[config.mk]
export PLATFORM = sky130hd
export DESIGN_NAME = fp_sumsq_accum
export DESIGN_NICKNAME = d
export VERILOG_FILES = /design/src/rtl/fp_sumsq_accum_pkg.sv /design/src/rtl/fp_square_stage.sv /design/src/rtl/fp_sumsq_accum.sv
export SDC_FILE = /design/constraint.sdc
export NUM_CORES = 1
export LEC_CHECK = 0
export CAP_MARGIN = 20
export CORE_AREA = 3 3 117 119
export DETAILED_ROUTE_END_ITERATION = 10
export DIE_AREA = 0 0 120 122
export GPL_TIMING_DRIVEN = 0
export PLACE_DENSITY = 0.51
export SYNTH_ARGS = -nofsm -noshare
export SYNTH_HDL_FRONTEND = slang
export SYNTH_SLANG_ARGS = --single-unit
export TNS_END_PERCENT = 100
[constraint.sdc]
create_clock -name CLK -period 6.25 [get_ports CLK]
set_input_delay 1.25 -clock CLK [delete_from_list [all_inputs] [get_ports CLK]]
set_output_delay 1.25 -clock CLK [all_outputs]
set_load 0.05 [all_outputs]
[src/rtl/fp_sumsq_accum_pkg.sv]
// Shared definitions for the fp_* fixed-point family: FSM encodings and a
// constant-safe ceil(log2) used to size counters and accumulators.
package fp_sumsq_accum_pkg;

  localparam logic [1:0] ST_ACC   = 2'd0;
  localparam logic [1:0] ST_DRAIN = 2'd1;
  localparam logic [1:0] ST_DONE  = 2'd2;

  function automatic int fp_clog2(input int n);
    int r;
    r = 0;
    for (int i = 0; i < 32; i++) begin
      if ((64'd1 << r) < 64'(n)) begin
        r = r + 1;
      end else begin
        r = r;
      end
    end
    return r;
  endfunction

endpackage

[src/rtl/fp_square_stage.sv]
// Squaring stage: two's-complement magnitude, unsigned square, registered
// product with a one-cycle valid flag.
module fp_square_stage
  import fp_sumsq_accum_pkg::*;
#(
  parameter int WL = 8
) (
  input  logic            CLK,
  input  logic            RST,
  input  logic            CE,
  input  logic            accept,
  input  logic [WL-1:0]   din,
  output logic [2*WL-2:0] p,
  output logic            p_vld
);

  localparam int PW = 2 * WL - 1;

  logic [WL-1:0] mag;
  logic [PW-1:0] p_d, p_q;
  logic          p_vld_d, p_vld_q;

  // The most negative input has magnitude 2^(WL-1), which still fits unsigned
  // in WL bits, and its square 2^(2WL-2) fits in PW bits.
  always_comb begin
    mag     = din[WL-1] ? (~din + WL'(1)) : din;
    p_d     = accept ? (PW'(mag) * PW'(mag)) : p_q;
    p_vld_d = accept;
  end

  always_ff @(posedge CLK or posedge RST) begin
    if (RST) begin
      p_q     <= '0;
      p_vld_q <= 1'b0;
    end else if (CE) begin
      p_q     <= p_d;
      p_vld_q <= p_vld_d;
    end
  end

  assign p     = p_q;
  assign p_vld = p_vld_q;

endmodule

[src/rtl/fp_sumsq_accum.sv]
// Sum-of-squares accumulator: squares N_ELEM signed WI.WF components and
// emits a saturated, non-negative WI.WF ||v||^2 with a valid/ready handshake.
module fp_sumsq_accum
  import fp_sumsq_accum_pkg::*;
#(
  parameter int WI     = 4,
  parameter int WF     = 4,
  parameter int N_ELEM = 3
) (
  input  logic             CLK,
  input  logic             RST,
  input  logic             CE,
  input  logic [WI+WF-1:0] din,
  input  logic             in_valid,
  output logic             in_ready,
  output logic [WI+WF-1:0] dout,
  output logic             out_valid,
  input  logic             out_ready,
  output logic             out_sat,
  output logic             out_zero
);

  localparam int WL = WI + WF;
  localparam int PW = 2 * WL - 1;
  localparam int AW = PW + fp_clog2(N_ELEM);
  localparam int RW = AW - WF;
  localparam int CW = (N_ELEM > 1) ? fp_clog2(N_ELEM) : 1;
  localparam logic [WL-1:0] MAX_POS  = {1'b0, {(WL-1){1'b1}}};
  localparam logic [CW-1:0] LAST_IDX = CW'(N_ELEM - 1);

  logic [1:0]    state_d, state_q;
  logic [CW-1:0] cnt_d, cnt_q;
  logic [AW-1:0] acc_d, acc_q;
  logic [WL-1:0] dout_d, dout_q;
  logic          out_valid_d, out_valid_q;
  logic          out_sat_d, out_sat_q;
  logic          out_zero_d, out_zero_q;

  logic          accept;
  logic [PW-1:0] p;
  logic          p_vld;
  logic [AW-1:0] sum;
  logic [RW-1:0] r;
  logic          r_sat;
  logic [WL-1:0] r_dout;

  assign in_ready = (state_q == ST_ACC) && CE;
  assign accept   = in_valid && in_ready;

  fp_square_stage #(.WL(WL)) u_square (
    .CLK   (CLK),
    .RST   (RST),
    .CE    (CE),
    .accept(accept),
    .din   (din),
    .p     (p),
    .p_vld (p_vld)
  );

  always_comb begin
    sum    = p_vld ? (acc_q + AW'(p)) : acc_q;
    r      = sum[AW-1:WF];
    r_sat  = (r > RW'(MAX_POS));
    r_dout = r_sat ? MAX_POS : r[WL-1:0];

    state_d     = state_q;
    cnt_d       = cnt_q;
    acc_d       = acc_q;
    dout_d      = dout_q;
    out_valid_d = out_valid_q;
    out_sat_d   = out_sat_q;
    out_zero_d  = out_zero_q;

    case (state_q)
      ST_ACC: begin
        // The product of the previous accept lands here while the next is squared.
        acc_d = sum;
        if (accept) begin
          if (cnt_q == LAST_IDX) begin
            cnt_d   = '0;
            state_d = ST_DRAIN;
          end else begin
            cnt_d = cnt_q + CW'(1);
          end
        end else begin
          cnt_d = cnt_q;
        end
      end
      ST_DRAIN: begin
        acc_d       = sum;
        dout_d      = r_dout;
        out_sat_d   = r_sat;
        out_zero_d  = (r_dout == '0);
        out_valid_d = 1'b1;
        state_d     = ST_DONE;
      end
      ST_DONE: begin
        if (out_ready) begin
          out_valid_d = 1'b0;
          acc_d       = '0;
          state_d     = ST_ACC;
        end else begin
          out_valid_d = 1'b1;
        end
      end
      default: begin
        state_d = ST_ACC;
      end
    endcase
  end

  // CE low freezes every register, so a stalled cycle neither accepts nor drains.
  always_ff @(posedge CLK or posedge RST) begin
    if (RST) begin
      state_q     <= ST_ACC;
      cnt_q       <= '0;
      acc_q       <= '0;
      dout_q      <= '0;
      out_valid_q <= 1'b0;
      out_sat_q   <= 1'b0;
      out_zero_q  <= 1'b0;
    end else if (CE) begin
      state_q     <= state_d;
      cnt_q       <= cnt_d;
      acc_q       <= acc_d;
      dout_q      <= dout_d;
      out_valid_q <= out_valid_d;
      out_sat_q   <= out_sat_d;
      out_zero_q  <= out_zero_d;
    end
  end

  assign dout      = dout_q;
  assign out_valid = out_valid_q;
  assign out_sat   = out_sat_q;
  assign out_zero  = out_zero_q;

endmodule

# [Word level (Yosys, flattened, before mapping)]
# Cells that the tools add are included.
[totals] register_bits=48
[classes] addsub=3 n_mul=1 magnitude_cmp=1 n_eq_ne=7 n_mux=12 bitwise=1 n_reduce_logical=14
[op_table] operator="17-bit 2-to-1 mux" count=2
[op_table] operator="17-bit case mux with 2 select lines" count=1
[op_table] operator="17-bit by 15-bit adder with 17-bit output" count=1
[op_table] operator="8-bit 2-to-1 mux" count=2
[op_table] operator="8-bit by 8-bit multiplier with 15-bit output" count=1
[op_table] operator="13-bit by 7-bit > comparator with 1-bit output (second input constant)" count=1
[op_table] operator="8-bit by 1-bit adder with 8-bit output (second input constant)" count=1
[op_table] operator="8-bit zero test" count=1
[op_table] operator="2-bit 2-to-1 mux" count=4
[op_table] operator="8-bit inverter" count=1
[op_table] operator="4-bit AND reduction" count=2
[op_table] operator="2-bit by 1-bit != test with 1-bit output (second input constant)" count=3
[op_table] operator="2-bit case mux with 3 select lines" count=1
[op_table] operator="2-bit AND reduction" count=3
[op_table] operator="3-bit AND reduction" count=2
[op_table] operator="2-bit equality test (second input constant)" count=2
[op_table] operator="2-bit nonzero test" count=2
[op_table] operator="2-bit by 1-bit adder with 2-bit output (second input constant)" count=1
[op_table] operator="2-bit by 1-bit equality test with 1-bit output (second input constant)" count=1
[op_table] operator="1-bit logical AND" count=2
[op_table] operator="2-bit zero test" count=1
[op_table] operator="2-bit != test (second input constant)" count=1
[op_table] operator="1-bit case mux with 2 select lines" count=1
[op_table] operator="2-bit OR reduction" count=1
[op_table] operator="1-bit 2-to-1 mux" count=1

# [Depth between registers and ports, before layout]
# Gate-level depths: netlist of run 1.
[logic_depth] word_depth=5 ltp_mapped=23 ltp_nobuf=23

# [Modules after synthesis]
# Synthesis of run 1 repeated with hierarchy kept, for this count alone.
[hier_totals] cells_unflattened=532 area_unflattened_um2=4709.5
[modules_own_cells] mod="fp_sumsq_accum" n_inst=1 cells_per_inst=272 area_per_inst_um2=2422.3
[modules_own_cells] mod="fp_square_stage" n_inst=1 cells_per_inst=260 area_per_inst_um2=2287.2

# [Least setup slack after synthesis of run 1]
# No wires, ideal clock.
[synth_path] path_type="in2reg" startpoint="input port din[2]" endpoint="register u_square.p_q[14] (netlist: u_square.p[14])" setup_ps=130 t_arrival_ps=5853 t_required_ps=6120 path_slack_ps=267 stages=18 n_path_buf=0 path_cell_list="or3_1 > or3_1 > or4b_1 > nor2_1 > fa_1 > fa_1 > inv_1 > fa_1 > fa_1 > inv_1 > ha_1 > nor3_1 > o21a_1 > nor3_1 > a41oi_1 > a21oi_1 > xnor2_1 > o21ai_1"
[synth_between] elab_chain_len=4
[synth_lines] element="start: declaration" line="fp_sumsq_accum.sv:13" rtl="input logic [WI+WF-1:0] din,"
[synth_lines] element="8-bit inverter" line="fp_square_stage.sv:26" rtl="mag = din[WL-1] ? (~din + WL'(1)) : din;"
[synth_lines] element="8-bit by 1-bit adder with 8-bit output" line="fp_square_stage.sv:26"
[synth_lines] element="8-bit 2-to-1 mux (*)" line="fp_square_stage.sv:26"
[synth_lines] element="8-bit by 8-bit multiplier with 15-bit output (*)" line="fp_square_stage.sv:27" rtl="p_d = accept ? (PW'(mag) * PW'(mag)) : p_q;"
[synth_lines] element="end signal: assignment" line="fp_square_stage.sv:36" rtl="p_q <= p_d;"
[synth_lines] element="end: declaration" line="fp_square_stage.sv:20" rtl="logic [PW-1:0] p_d, p_q;"
# Every way passes the cells marked *; elsewhere a longest branch is shown, timed or not.
# A chain may end at the register's enable or synchronous reset.

# [Final worst setup path of run 1]
[layout_path] startpoint="input port din[2]" endpoint="register u_square.p_q[12] (netlist: u_square.p[12])"
# Same word-level chain as after synthesis.

==> results of run 1 <==
-- cell families (layout without fill, tap and decap cells) --
| logic type | Yosys count | after routing | share of synthesized area |
|---|---|---|---|
| AND/OR/NAND/NOR | 129 | 129 | 0.130 |
| multiplexers | 8 | 8 | 0.0200 |
| buffers and inverters | 72 | 113 | 0.0657 |
| other | 2 | 8 | 0.00169 |
| XOR/XNOR | 35 | 35 | 0.0690 |
| adder cells (fa/ha/maj) | 73 | 73 | 0.248 |
| flip-flops | 47 | 47 | 0.265 |
| AO/OA/AOI/OAI | 121 | 121 | 0.201 |
-- worst max-delay path by stage --
stage | startpoint | endpoint | slack, ps
finish | din[2] | u_square.p[12] | 370
global route | din[7] | u_square.p[12] | 90
CTS | din[3] | u_square.p[14] | -20
detailed placement | din[0] | u_square.p[14] | -890
global placement | din[0] | u_square.p[14] | -870
floorplan | din[2] | u_square.p[14] | 270
-- power by group --
| group | switching, mW | internal (mW) | total (mW) |
|---|---|---|---|
| clock network | 0.114 | 0.170 | 0.284 |
| logic | 1.02 | 0.746 | 1.76 |
| registers | 0.0891 | 0.426 | 0.515 |
| total | 1.22 | 1.34 | 2.56 |
-- area by class of cell --
class | instances | share of cell area
buffer | 13 | 0.0132
sequential | 47 | 0.221
inverter | 59 | 0.0421
clock inverter | 1 | 0.00141
clock buffer | 7 | 0.0287
multi-input combinational | 374 | 0.592
tap | 172 | 0.0405
timing repair buffer | 33 | 0.0612
-- layer usage --
metal | up-vias | wire length [um] | GRT usage
met5 | - | 0 | 0
met2 | 41 | 4840 | 0.249
met3 | 6 | 160 | 0.00836
met4 | 0 | 121 | 0.0315
met1 | 1640 | 4420 | 0.173
li1 | 1755 | - | -
-- cells in the mapped netlist (2+ instances only) --
cell type,number
a21o_1,5
fa_1,25
nor2_1,37
or3_1,6
o21a_1,5
buf_2,3
xor2_1,14
clkbuf_1,7
inv_1,57
or2_2,3
a31oi_1,6
nand3_1,5
a21oi_1,24
o2111ai_1,2
o31ai_1,5
a21oi_2,2
xnor2_1,21
a22o_1,11
ha_1,48
conb_1,2
o211ai_1,2
nand2b_1,5
nor4_1,2
mux2_2,7
nor3_1,10
nand2_1,51
dfrtp_1,47
and2_1,3
o21bai_1,4
a41oi_1,2
nand3b_1,2
a211o_1,2
o21ai_0,25
o22a_1,7
-- worst max-delay path: stages --
cell and delay, ps:
clkbuf_2 150, or3_4 410, or3_4 340, or4b_4 540, nor2_4 120, fa_1 440, fa_1 540, inv_1 50
fa_1 460, fa_1 550, inv_1 70, ha_4 180, nor3_2 150, o21a_1 180, nor3_4 70, a41oi_2 220
nand2b_1 90, xnor2_1 150, o21ai_0 90
-- sequential cells by signal, summed over array words and instances (netlist names) --
| register | cells |
|---|---|
| dout | 8 |
| u_square.p | 14 |
| acc_q | 17 |
| state_q | 2 |
| out_zero | 1 |
| out_valid | 1 |
| out_sat | 1 |
| u_square.p_vld | 1 |
| cnt_q | 2 |
-- metrics by stage --
stage,hold slack [ps],worst slack [ps]
floorplan,454,267
global placement,469,-871
detailed placement,478,-892
CTS,493,-16.7
global route,529,88.5
finish,489,367
-- repair_timing --
| action | in CTS | in global routing |
|---|---|---|
| hold buffers | 0 | 0 |
| pin swaps | 6 | 11 |
| setup endpoints to repair | 6 | 5 |
| cloned | 0 | 0 |
| endpoints found under the hold margin | 0 | 0 |
| gates resized for setup | 20 | 20 |
| buffers inserted | 3 | 5 |
==> impl_metrics.ini, run 1 <==
[clock_network]
root_buffer = clkbuf_16
clock_sinks = 47
htreeDepth = 2
numCtsBuffers = 5
clock_path_buffers = 2
clock_latency_ps = 280
tritoncts = built
clkTransAtPathRegs_ps = 60

[timing]
max-slew-margin-rel = 0.492
fin_setup_tns_ps = 0
fmax_mhz = 170
rsz0062_at_grt = no
worst_slew_pin_slew_ps = 760
period_share = 0.941
clock_skew_ps = 6.37
hold_violations = 0
fin_crit_ps = 5880
setup_violations = 0
final-max-slew-violation-count = 0

[layout]
regArea_sq_um = 1180
syn_to_final_growth_pct = 19.8
layout_commonest_cell = inv_1
post-route-util = 0.420
finalInstanceArea_sq_um = 5320
antenna_cells = 0
layout_common_cells = inv_1, nand2_1, dfrtp_1
multi_input_area_sq_um = 3150
num-fill-cells = 1264
instances_no_fill = 706
drive_gt1_frac = 0.135
finalNetCount = 619

[logic_synthesis]
yosys_most_used_dff = dfrtp_1
yosysSeqAreaShare = 0.265
synthTopCellsByArea = dfrtp_1, ha_1, fa_1
synth-seq-cells = 47
syn_inst = 487
synth_top_area_frac = 0.265
async_flop_share = 1.00
ys_warn_count = 0
synth_edf_count = 0
syn_avg_cell_area_sq_um = 9.12
yosys.area.top_type = dfrtp_1
ys_types = 64
synth_area_sq_um = 4440

[detailed_routing]
via_per_inst = 4.88
detail-route-antenna-nets = 0
drtIter0Drc = 136
via_count = 3442
wl_um = 9540
first_pass_iters = 4
drc = 0
avgRoutedWirePerCell_um = 13.5

[place]
hpwl_um = 7730
placed_area_sq_um = 4940
dp.cells = 690
port_buffers = 24
place_congestion = 0.876

[worst_setup_path]
crit_path_end_kind = flop
rr_worst_depth = 11
critPathRequiredTime_ps = 6390
rr_endpoint = out_zero
rr_startpoint = acc_q[0]
crit_type = in -> reg
cp_max_fo = 4
rrSetupSlack_ps = 3260
critical_path_arrival_ps = 6030
crit_path_start_kind = input pin

[floorplan]
start_util = 0.350
fp.coreArea_sq_um = 12700
dieArea_sq_um = 14600
fp-row-count = 41
boundaryPins = 25
die_y_um = 122
die_w_um = 120

[global_route]
grt-ovfl-total = 0
grt_max_degree = 29
grt_pass1_wl_um = 16600
antenna_found_initial = 0
grt_usage = 0.135
grt_pass1_vias = 3526

[power_and_ir_drop]
powerDensity_nw_per_um2 = 482
irDropWorstVdd_uv = 168
leakagePower_nw = 2.51
fin_total_pwr_mw = 2.56

[status]
outcome = finished clean

[min_path]
min_to = dout[7]
hold_path.startpoint = dout[7]
hold_path.class = reg -> reg
holdPathStages = 1

[flow_run]
maxCapViolations = 0
Power figures use the tool's default switching activity.
==> inputs of run 2 (changes only) <==
- GPL_TIMING_DRIVEN: 0 -> unset
==> impl_metrics.ini, run 2 (synthesis results as in run 1) <==
[floorplan]
die_y_um = 122
fp-row-count = 41
boundaryPins = 25
start_util = 0.350
dieArea_sq_um = 14600
fp.coreArea_sq_um = 12700
die_w_um = 120

[detailed_routing]
drtIter0Drc = 115
first_pass_iters = 4
wl_um = 9330
detail-route-antenna-nets = 0
drc = 0
avgRoutedWirePerCell_um = 13.0
via_per_inst = 4.78
via_count = 3440

[layout]
antenna_cells = 0
largest_register_ffs = 17
finalNetCount = 633
finalInstanceArea_sq_um = 5400
multi_input_area_sq_um = 3090
regArea_sq_um = 1180
num-fill-cells = 1273
post-route-util = 0.426
drive_gt1_frac = 0.157
layout_common_cells = nand2_1, inv_1, dfrtp_1
instances_no_fill = 719
regMostFlops = acc_q
syn_to_final_growth_pct = 21.6

[clock_network]
root_buffer = clkbuf_16
htreeDepth = 2
clock_sinks = 47
clock_latency_ps = 290
tritoncts = built
clock_path_buffers = 2
numCtsBuffers = 5
clkTransAtPathRegs_ps = 70

[global_route]
grt_pass1_vias = 3425
grt_usage = 0.132
antenna_found_initial = 0
grt-ovfl-total = 0
grt_max_degree = 48
grt_pass1_wl_um = 15900

[power_and_ir_drop]
leakagePower_nw = 2.55
irDropWorstVdd_uv = 194
powerDensity_nw_per_um2 = 493

[timing]
rsz0062_at_grt = yes
worst_slew_pin_slew_ps = 889
max-slew-margin-rel = 0.406
fmax_mhz = 165
fin_crit_ps = 6070
final-max-slew-violation-count = 0
setup_violations = 0
worst_slack_ps = 175
clock_skew_ps = 11.5
hold_violations = 0
period_share = 0.972

[worst_setup_path]
crit_type = in -> reg
crit_path_end_kind = flop
slowest_stage = or4b_4
crit_path_start_kind = input pin
critical_path_arrival_ps = 6220
critPathRequiredTime_ps = 6400
cp_max_fo = 3
path_cells = clkdlybuf4s50_1, or3_1, or3_4, or4b_4, nor2_4, fa_1, fa_1, inv_1, fa_1, fa_1, inv_2, ha_4, nor2_1, nor3_2, a41oi_2, a21oi_2, xnor2_1, o21ai_1
path_common_cell = fa_1
slowest_delay_ps = 570

[place]
placed_area_sq_um = 5100
place_ws_ps = -399
place_congestion = 0.834
port_buffers = 24
dp.cells = 710
hpwl_um = 7430

[min_path]
hold_path.class = reg -> reg

[status]
outcome = finished clean

[flow_run]
maxCapViolations = 0
-- run 2: final cells by class --
type | count | area share
Inverter | 59 | 0.0410
Timing Repair Buffer | 60 | 0.0987
Multi-Input combinational cell | 374 | 0.573
Clock buffer | 6 | 0.0239
Tap cell | 172 | 0.0399
Clock inverter | 1 | 0.00556
Sequential cell | 47 | 0.218
-- run 2: repair_timing --
item | in CTS | in global routing
resized for setup | 3 | 23
endpoints found under the hold margin | 0 | 0
pin swaps | 2 | 20
hold buffers | 0 | 0
buffers inserted | 0 | 1
endpoints found under the setup margin | 3 | 6
-- run 2: metrics by stage --
step	hold WS (ps)	TNS, ps	power, mW
finish	481	0	2.66
global route	519	-122	2.95
CTS	488	0	2.57
detailed placement	474	-1580	2.26
global placement	467	-1190	2.24
floorplan	454	0	1.79
-- run 2: worst max-delay path, delay by kind of cell --
| family | cells | cell delay (ps) |
|---|---|---|
| simple gates | 6 | 1730 |
| fa+ha+maj | 5 | 2170 |
| compound gates | 3 | 430 |
| buf+inv | 3 | 510 |
| xor+xnor | 1 | 130 |
-- run 2: path summary, 6_finish.rpt --
path,from,to,slack (ps),cells past startpoint
max,din[4],u_square.p[14],180,18
min,u_square.p[5],u_square.p[5],480,2
max reg2reg,acc_q[0],out_zero,3130,10
min reg2reg,u_square.p[5],u_square.p[5],480,2
min in group asynchronous,RST,cnt_q[1],1330,2
max in group asynchronous,RST,acc_q[4],4400,3
-- run 2: routing by layer --
metal | routed length, um | vias to the layer above | share of wire | GRT usage
met1 | 4330 | 1612 | 0.46 | 0.170
met2 | 4680 | 35 | 0.50 | 0.240
met4 | 122 | 0 | 0.013 | 0.0322
met3 | 195 | 10 | 0.021 | 0.0111
li1 | - | 1783 | - | -
met5 | 0 | - | 0 | 0
-- run 2: where the power goes --
part           internal, mW  switching [mW]
combinational         0.841           0.998
sequential            0.426          0.0975
clock                 0.187           0.112
